## config.mk

```make
export PLATFORM = sky130hd
export DESIGN_NAME = cic_int_chain
export DESIGN_NICKNAME = d
export VERILOG_FILES = /design/src/rtl/cic_int_chain.sv
export SDC_FILE = /design/constraint.sdc
export NUM_CORES = 1
export LEC_CHECK = 0
export CORE_ASPECT_RATIO = 0.6
export CORE_MARGIN = 5
export CORE_UTILIZATION = 40
export DETAILED_ROUTE_END_ITERATION = 8
export GPL_TIMING_DRIVEN = 0
export PLACE_DENSITY = 0.57
export SLEW_MARGIN = 30
export SYNTH_ARGS = -nofsm -noshare
export SYNTH_HDL_FRONTEND = slang
export SYNTH_SLANG_ARGS = --single-unit
```

## constraint.sdc

```tcl
create_clock -name clk -period 4.6 [get_ports clk]
set_input_delay 0.46 -clock clk [delete_from_list [all_inputs] [get_ports clk]]
set_output_delay 0.46 -clock clk [all_outputs]
set_load 0.1 [all_outputs]
```

## src/rtl/cic_int_chain.sv

```systemverilog
`default_nettype none
// ============================================================================
//  Module      : cic_int_chain
//  Description : Cascade of N integrator stages for the CIC decimator front
//                end. The input is sign-extended to W = WIN+WG bits. Every
//                stage is a W-bit accumulator with wrap-around arithmetic,
//                and all stages advance together on each accepted sample.
//                The last stage is presented as the top WOUT bits.
//                Optional macro CIC_INT_CHAIN_ROUND_EN rounds the output
//                (add half an output LSB before dropping bits) instead of
//                truncating it.
//  Revision    : 1.0 - initial release
// ============================================================================
module cic_int_chain #(
    parameter int WIN  = 16,   // input sample width, signed
    parameter int WG   = 22,   // bit growth
    parameter int N    = 3,    // number of integrator stages, 1..8
    parameter int WOUT = 38    // output width, 1..WIN+WG
) (
    input  logic            clk,
    input  logic            rst,
    input  logic            clr,
    input  logic            val_in,
    input  logic [WIN-1:0]  data_in,
    output logic            val_out,
    output logic [WOUT-1:0] data_out
);

    // Full accumulator width.
    localparam int c_W = WIN + WG;

    logic [c_W-1:0]  w_din_ext;
    logic [c_W-1:0]  w_addend   [N];
    logic [c_W-1:0]  w_acc_next [N];
    logic [c_W-1:0]  r_acc      [N];
    logic [c_W-1:0]  w_out_full;
    logic [WOUT-1:0] w_out_sel;

    // Two's complement sign extension of the incoming sample to full width.
    assign w_din_ext = {{WG{data_in[WIN-1]}}, data_in};

    // Each stage adds either the new sample (first stage) or the pre-edge
    // value of the previous stage. Using pre-edge values is what makes all
    // stages update simultaneously and gives the N-1 sample pipeline delay
    // through the chain.
    for (genvar k = 0; k < N; k++) begin : g_stage
        if (k == 0) begin : g_head
            assign w_addend[k] = w_din_ext;
        end else begin : g_tail
            assign w_addend[k] = r_acc[k-1];
        end

        // Modulo 2^W sum: overflow wraps, which the comb section undoes.
        assign w_acc_next[k] = r_acc[k] + w_addend[k];
    end

    // Output select operates on the value the last stage takes at this edge,
    // so data_out appears together with the update (one clock latency).
`ifdef CIC_INT_CHAIN_ROUND_EN
    if (WOUT < c_W) begin : g_round
        // Half of one output LSB, expressed at full width.
        localparam logic [c_W-1:0] c_HALF =
            {{(c_W-1){1'b0}}, 1'b1} << (c_W - WOUT - 1);

        // Rounding add also wraps, like the accumulators themselves.
        assign w_out_full = w_acc_next[N-1] + c_HALF;
    end else begin : g_full
        assign w_out_full = w_acc_next[N-1];
    end
`else
    assign w_out_full = w_acc_next[N-1];
`endif

    // Keep the top WOUT bits; the shift keeps the discarded LSBs referenced.
    assign w_out_sel = WOUT'(w_out_full >> (c_W - WOUT));

    // Integrator state: async reset, sync clear wins over a valid sample.
    always_ff @(posedge clk or posedge rst) begin
        if (rst) begin
            for (int k = 0; k < N; k++) begin
                r_acc[k] <= '0;
            end
        end else if (clr) begin
            for (int k = 0; k < N; k++) begin
                r_acc[k] <= '0;
            end
        end else if (val_in) begin
            for (int k = 0; k < N; k++) begin
                r_acc[k] <= w_acc_next[k];
            end
        end
    end

    // Output register: one-cycle valid pulse per accepted sample, data held
    // between pulses.
    always_ff @(posedge clk or posedge rst) begin
        if (rst) begin
            val_out  <= 1'b0;
            data_out <= '0;
        end else if (clr) begin
            val_out  <= 1'b0;
            data_out <= '0;
        end else if (val_in) begin
            val_out  <= 1'b1;
            data_out <= w_out_sel;
        end else begin
            val_out  <= 1'b0;
        end
    end

endmodule
`default_nettype wire

```

* Yosys cells after proc, flatten, opt, wreduce, memory -nomap -nowiden *
Index checks and enable logic that the tools add are counted.

word-level totals
  register bits after elaboration = 153
  RAM bits = 0
  word-level logic and storage cells = 15
  memories kept = 0
  latch bits = 0
  bits in read-only memories = 0

cells by class
  equal/unequal tests = 0
  reductions and logical operators = 1
  muxes and demuxes = 6
  shift operators = 0
  bitwise operators = 0
  $mul = 0
  divide/modulo/power cells = 0
  add/sub/neg operators = 3
  $lt $le $gt $ge = 0

operators by type and width
  kind                 count
  114-bit two-way mux  2
  38-bit adder         3
  38-bit two-way mux   2
  1-bit two-way mux    2
  2-bit nonzero test   1

* Longest topological paths before layout *
Gate-level depths: netlist of run 1.

  depth after elaboration = 3
  mapped depth = 12
  depth with buffers taken out = 12

* Worst setup path before layout of run 1 *
Ideal clock, no wire load.

  path type = reg-to-reg
  start = register r_acc[22] (netlist bit)
  end = register r_acc[37] (netlist bit)
  data required time = 4.472 ns
  arrival time = 2.702 ns
  path slack = 1.771 ns
  stages on the path, launching flop included = 12
  clock period less this slack = 2.829 ns
  cell sequence = dfrtp_1 ha_1 buf_6 a21o_1 a211oi_2 nor2_1 o41a_1 a31o_1 a41o_1 a31oi_2 mux2i_1 mux2_1

between the ends
  longest elaborated chain between the ends = 3

RTL lines
  what                               RTL line  text
  from (decl)                        35        logic [c_W-1:0] r_acc [N];
  from (signal, indexed assignment)  89        r_acc[k] <= w_acc_next[k];
  38-bit adder                       54        assign w_acc_next[k] = r_acc[k] + w_addend[k];
  114-bit two-way mux                87        end else if (val_in) begin
  114-bit two-way mux                83        end else if (clr) begin

No other way between the ends. The select of a mux whose other input is x is not followed.
A chain may end at the register's enable or synchronous reset.

* Worst setup path in the final report of run 1 *
  start = input port data_in[0]
  end = register r_acc[110] (netlist bit)

between the ends
  longest elaborated chain between the ends = 3

RTL lines
  what                 RTL line  text
  from (decl)          24        input logic [WIN-1:0] data_in,
  38-bit adder         54
  114-bit two-way mux  87
  114-bit two-way mux  83

No other way between the ends. The select of a mux whose other input is x is not followed.

==> key figures, run 1 <==
Finish
  • Number of nets in the layout: approximately 1500
  • Register area: about 0.0029 sq mm
  • Finished Layout Cells: 1719
  • Layout cell share with drive strength beyond 1: 0.0809
  • Area Growth Syn to Fin: 15.6%
  • Multi-input gate area: 0.00710 sq mm
  • Final core utilization: 0.468
  • Filler instances: roughly 2600
  • N_diodes: 0

Placement
  • Final HPWL DP: between 20 and 25 mm
  • Routability Congestion: just over 0.9
  • IO buf count: between 50 and 60
  • # placed instances: roughly 1700

Clocking
  • Clock sink total: 115
  • Clock Latency Late Sink: about 0.42 ns
  • CTS buffer count: 17
  • Root buffer cell: clkbuf_16
  • H-tree level count: 4
  • Clock transition at path regs: roughly 0.06 ns
  • Max clock buf depth: 2
  • Post-cts resize count: 0
  • Postcts setup bufs: 0
  • CTS tree: built
  • Hold Buf Count CTS: 0

Yosys
  • Post-Synthesis Cells: around 1300
  • Synthesized flop and latch total: approximately 120
  • Post-synth EDFFs: 0
  • Post-Syn Area per Cell: roughly 8.4 sq um
  • Seq/Total Area, Yosys: 0.270
  • Synth Cell Area: 0.0107 sq mm
  • Post-synthesis cell type count: 84
  • Synth Flop Type: dfrtp_1
  • Synth Warn #: 0
  • Post-synthesis net count: between 1000 and 1500
  • Async S/R FF share, synth: 1.00

STA
  • Fin crit share: 0.713
  • Final setup viols: 0
  • Setup TNS: 0 ns
  • Worst hold slack: about 0.48 ns
  • Worst-margin pin slew: ~0.98 ns
  • Fmax: 305 MHz
  • RSZ-0062 raised after global routing: false
  • Slew Limit Headroom: 0.346
  • Final Hold Vio Count: 0
  • Period minus WS final: roughly 3.3 ns
  • Clock Skew: 0.00737 ns
  • Slew Viols, Final: 0

GRT
  • First-pass GRT wire length: between 40 and 50 mm
  • Global-route usage over all layers: 0.205
  • Largest net degree at the start of global routing: 63
  • Antenna violations before repair: 0
  • Number of global-route vias before repair: around 9000
  • GRT overflow: 0

Power and ir drop
  • Leak: roughly 5.9 nW
  • Maximum vdd drop: ~0.00028 V
  • Pwr Total: 4.67 mW
  • PD cells: about 380 mW/mm^2

Status
  • Status: finished, final reports clean

Floorplanning
  • Total I/O pin count: 59
  • Initial Util: 0.405
  • Die height: between 100 and 150 um
  • Core ar.: 0.0264 sq mm
  • Die X: around 220 um
  • Die area: 0.0302 sq mm
  • Rows: between 40 and 50

Flow run
  • Maxcap violations: 0

Route
  • DR iter-0 viols: roughly 860
  • Vias post-DR: approximately 9500
  • DRC Markers: 0
  • Top layer used by detailed routing: met4
  • Drt pass-1 iters: 5
  • Post-route ant nets: 0
  • Routed len/inst: 17.9 um
  • Routed length on met1: around 18 mm
  • DR WL met2: 11.0 mm
  • Routed wl met3: just over 2 mm
  • Vias per cell: ~5.5
  • Drt total wl: 30.8 mm

Worst hold path
  • Hold Path Class: input pin to asynchronous set/reset pin

Setup path
  • Kind of critical path: input pin to flip-flop
  • Worst stage delay on the critical path: roughly 0.48 ns
  • Buf/Inv on CP: 2
  • Worst path top cell family by delay: compound AO/OA/AOI/OAI gates
  • Max FO, Critical Path: 5
  • Required @ worst endpoint: ~4.9 ns
  • Worst EP arrival: 3.59 ns
  • Crit path cell chain: clkdlybuf4s50_1 -> ha_1 -> inv_1 -> fa_1 -> nor2b_1 -> o21ai_1 -> a21oi_1 -> o31a_1 -> a31o_2 -> a31oi_2 -> a2111oi_0 -> o21ai_0 -> a32o_1
  • CP endpoint kind: flip-flop
  • Critical-path top delay cell: a2111oi_0
  • Worst setup SP type: input pin
==> power by group <==
group / switching, mW / internal, mW / leakage (nW)
Combinational: 1.21 / 0.721 / 4.03
Clock: 0.528 / 0.872 / 0.294
Sequential: 0.195 / 1.14 / 1.56
Total: 1.93 / 2.74 / 5.88
==> flip-flops by register name, indices dropped and copies added (netlist names) <==
signal   flops
r_acc      114
val_out      1
==> metrics by stage <==
step                      area, sq um  setup slack, ns
after global placement          11700           -0.833
after floorplan                 10700             1.10
after CTS                       12300             1.37
final                           12300             1.32
after detailed placement        11700            0.938
after global routing            12300             1.03
==> worst paths after layout <==
check | start | to | slack [ns] | cells after the start
setup / recovery | data_in[0] | r_acc[110] | 1.32 | 13
hold / removal | rst | r_acc[30] | 0.48 | 2
setup reg to reg | r_acc[76] | r_acc[110] | 1.39 | 12
hold reg to reg | r_acc[28] | r_acc[28] | 0.53 | 2
max in group asynchronous | rst | r_acc[48] | 3.48 | 3
min in group clk | r_acc[28] | r_acc[28] | 0.53 | 2
==> worst reg2reg max path, stage by stage, from the launching register on <==
cell and delay (ns):
dfrtp_1 0.40, ha_1 0.23, inv_1 0.07, fa_1 0.39
nor2b_1 0.14, o21ai_1 0.09, a21oi_1 0.24, o31a_1 0.27
a31o_2 0.23, a31oi_2 0.15, a2111oi_0 0.48, o21ai_0 0.14
a32o_1 0.27
==> layer usage <==
layer / GRT usage / vias to the layer above
met2: 0.261 / 270
li1: - / 4784
met5: 0 / -
met1: 0.348 / 4414
met4: 0.0320 / 0
met3: 0.0379 / 16
==> cells in the final DEF, fill, tap and decap left out, drive strengths merged, types with 17 or more instances in the layout <==
master and n:
mux2i 40, xnor2 55, nand2 126, nor2 98, o21bai 19, ha 111, buf 49, nand3 25
inv 41, clkdlybuf4s50 56, a21o 60, dfrtp 115, a211oi 20, a21oi 124, nand4 22, xor2 31
a31oi 17, o21ai 93, clkbuf 64
==> area by class of cell <==
| cell class | count | share of cell area |
|---|---|---|
| clock inverter | 14 | 0.0142 |
| clock buffer | 18 | 0.0356 |
| timing repair buffer | 58 | 0.0481 |
| tap | 360 | 0.0365 |
| sequential | 115 | 0.233 |
| multi-input combinational | 1022 | 0.575 |
| inverter | 38 | 0.0122 |
| buffer | 94 | 0.0453 |
==> synth_stat cells (6+ instances only) <==
cell type	count	area share
inv_1	37	0.013
dfrtp_1	115	0.27
o21ai_0	70	0.033
and3_1	11	0.0064
xnor2_1	55	0.045
ha_1	111	0.13
a21o_1	56	0.039
nand4_1	22	0.013
o21a_1	13	0.0091
buf_4	38	0.027
a211oi_1	18	0.013
o21bai_1	19	0.013
o21ai_1	23	0.011
nand3_1	25	0.012
o211ai_1	9	0.0063
nand2b_1	6	0.0035
clkbuf_1	42	0.015
nor2b_1	12	0.0070
and4_1	6	0.0049
mux2i_1	40	0.038
a31oi_1	13	0.0076
nor3_1	14	0.0066
nor2_1	98	0.034
or3_1	7	0.0041
a21oi_1	119	0.056
and2_1	6	0.0035
nand2_1	126	0.044
xor2_1	31	0.025
==> kinds of logic (layout without fill, tap and decap cells) <==
| family | count (synthesis) | after routing | share of synthesized area |
|---|---|---|---|
| multiplexers | 42 | 42 | 0.0396 |
| AO/OA/AOI/OAI | 425 | 425 | 0.264 |
| XOR/XNOR | 86 | 86 | 0.0706 |
| flip-flops | 115 | 115 | 0.270 |
| buffers and inverters | 132 | 222 | 0.0658 |
| adder cells (fa/ha/maj) | 114 | 114 | 0.136 |
| AND/OR/NAND/NOR | 355 | 355 | 0.155 |
Note: power is estimated with default switching activity, not from simulation.
==> run 2, diff against run 1 <==
Settings changed: PLACE_DENSITY 0.57 to 0.59.
Clock period 4.6 ns to 2.7 ns, I/O delays scaled along.
==> run 2 against run 1 <==
  * The run now ends with setup timing left
  * Register-to-register slack worse by 1.6 ns
  * Clock skew is 0.0035 ns higher
  * Combinational power is 100% higher
  * Clock power is 73% higher
  * Critical path type is now flip-flop to flip-flop
  * Largest power group unchanged
==> key figures, run 2 (synthesis results as in run 1) <==
STA
  • Fin crit share: 1.06
  • Period minus WS final: between 2 and 3 ns
  • Final setup viols: 16 (+16)
  • RSZ-0062 raised after global routing: true
  • Slew Viols, Final: 0 (unchanged)
  • Final Hold Vio Count: 0 (unchanged)
  • Slew Limit Headroom: 0.346 (about the same)
  • Clock Skew: 0.0109 ns (+0.00351 ns)
  • Worst-margin pin slew: 0.977 ns (+0.000167 ns)
  • Fmax: roughly 350 MHz
  • Setup TNS: -1.16 ns (-1.16 ns)
  • Final WS setup: -0.164 ns (-1.49 ns)

Floorplanning
  • Die area: 0.0302 sq mm (unchanged)
  • Die X: 221 um (unchanged)
  • Total I/O pin count: 59 (unchanged)
  • Initial Util: 0.405 (unchanged)
  • Rows: 46 (unchanged)
  • Die height: 137 um (unchanged)
  • Core ar.: 0.0264 sq mm (unchanged)

Clocking
  • CTS tree: built
  • Clock Latency Late Sink: 0.42 ns (about the same)
  • Clock transition at path regs: 0.06 ns (about the same)
  • CTS buffer count: 17 (unchanged)
  • Hold Buf Count CTS: 0 (unchanged)
  • Root buffer cell: clkbuf_16
  • Clock sink total: 115 (unchanged)
  • H-tree level count: 4 (unchanged)
  • Max clock buf depth: 2 (unchanged)

Setup path
  • Worst setup SP type: flip-flop
  • Required @ worst endpoint: 3.01 ns (-1.90 ns)
  • Worst path top cell family by delay: compound AO/OA/AOI/OAI gates
  • Worst EP arrival: 3.17 ns (-0.42 ns)
  • Buf/Inv on CP: 2 (unchanged)
  • Crit path cell chain: ha_2 -> inv_2 -> fa_2 -> nand2b_4 -> a21oi_4 -> o21ai_2 -> nand3b_1 -> a311o_1 -> a31oi_4 -> o211ai_1 -> buf_4 -> a311o_1
  • Critical-path top delay cell: dfrtp_2
  • Kind of critical path: flip-flop to flip-flop
  • Max FO, Critical Path: 4 (-1)
  • CP endpoint kind: flip-flop
  • Most frequent CP cell: a311o_1
  • Worst stage delay on the critical path: 0.44 ns (-0.04 ns)

Route
  • Drt pass-1 iters: 6 (+1)
  • Routed len/inst: 19.2 um (+7.0%)
  • Vias per cell: 5.66 (+2.6%)
  • Post-route ant nets: 0 (unchanged)
  • Vias post-DR: 10000 (+5.7%)
  • DRC Markers: 0 (unchanged)
  • DR iter-0 viols: 775 (-10%)
  • Drt total wl: 34.0 mm (+10%)

Finish
  • Filler instances: 2451 (-7.1%)
  • Max FFs per register: 114 (unchanged)
  • Commonest non-fill, non-tap cells in the layout: nand2_1, nor2_1, buf_4, dfrtp_1, a21oi_1
  • Most common cell after layout, fill and taps aside: nand2_1
  • Biggest register: r_acc
  • Number of nets in the layout: 1532 (+3.5%)
  • Biggest registers after layout: r_acc: 114 flops, val_out: 1 flops
  • N_diodes: 0 (unchanged)
  • Layout cell share with drive strength beyond 1: 0.252 (+0.171)
  • Area Growth Syn to Fin: 31.8%

GRT
  • GRT overflow: 0 (unchanged)
  • First-pass GRT wire length: 52.0 mm (+5.4%)
  • Number of global-route vias before repair: 9207 (+5.1%)
  • Antenna violations before repair: 0 (unchanged)
  • Largest net degree at the start of global routing: 30 (-52%)
  • Global-route usage over all layers: 0.215 (+0.0104)

Worst hold path
  • Hold Path Class: input pin to asynchronous set/reset pin

Power and ir drop
  • PD cells: 615 mW/mm^2 (+63%)
  • Maximum vdd drop: 0.000449 V (+61%)
  • Leak: 6.23 nW (+5.9%)

Placement
  • Routability Congestion: 0.953 (+2.8%)
  • Final HPWL DP: 25.2 mm (+2.6%)
  • IO buf count: 57 (unchanged)
  • Place WS: -1.46 ns (-2.39 ns)

Status
  • Status: complete, but fails checks
  • Failing checks: setup timing

Flow run
  • Maxcap violations: 0 (unchanged)
## run 2: layout make-up
cell class | instances | area (sq um) | area share
multi-input combinational | 1022 | 8270 | 0.588
sequential | 115 | 2910 | 0.207
timing repair buffer | 126 | 1170 | 0.0834
buffer | 78 | 497 | 0.0353
tap | 360 | 450 | 0.0320
clock buffer | 19 | 443 | 0.0315
clock inverter | 13 | 183 | 0.0130
inverter | 38 | 146 | 0.0104
## run 2: path summary, 6_finish.rpt
kind	end	cells past startpoint	slack, ns	start
worst min register to register	r_acc[27]	2	0.53	r_acc[27]
min in group clk	r_acc[75]	3	0.32	val_in
worst max-delay path	r_acc[34]	12	-0.16	r_acc[38]
max in group asynchronous	r_acc[60]	5	1.57	rst
worst max register to register	r_acc[34]	12	-0.16	r_acc[38]
worst min-delay path	r_acc[4]	2	0.24	rst
## run 2: power by group
group          total, mW  internal [mW]  switching, mW
Clock               2.42           1.57          0.854
Combinational       3.90           1.60           2.30
Sequential          2.33           1.96          0.374
Total               8.65           5.12           3.53
## run 2: metrics by stage
| stage | hold WS (ns) | utilization | power, mW | instance area [sq um] | instances |
|---|---|---|---|---|---|
| 2_1_floorplan | 0.476 | - | 4.72 | 10700 | 1269 |
| 3_3_place_gp | 0.508 | 0.444 | 5.50 | 11700 | 1686 |
| 3_5_place_dp | 0.513 | 0.448 | 5.57 | 11800 | 1690 |
| 4_1_cts | 0.256 | 0.499 | 8.24 | 13100 | 1743 |
| 5_1_grt | 0.301 | 0.534 | 9.09 | 14100 | 1771 |
| 6_report | 0.243 | 0.534 | 8.65 | 14100 | 1771 |
## run 2: worst reg2reg max path, delay by kind of cell (launching register included)
kind                     cells  cell delay, ns
AO/OA/AOI/OAI                6            1.31
AND/OR/NAND/NOR              2            0.35
buffers and inverters        2            0.23
flip-flops                   1            0.44
adder cells (fa/ha/maj)      2            0.41
## run 2: repair_timing
action / CTS / global route
pin swaps: 64 / 74
buffers inserted: 30 / 36
endpoints found under the setup margin: 48 / 49
gates resized for setup: 116 / 145
## run 2: per-layer routing
| metal | vias to the layer above | track usage | wire, um |
|---|---|---|---|
| met5 | - | 0 | 0 |
| met4 | 0 | 0.0441 | 362 |
| met2 | 286 | 0.292 | 13400 |
| met1 | 4814 | 0.344 | 18100 |
| met3 | 29 | 0.0465 | 2040 |
| li1 | 4894 | - | - |
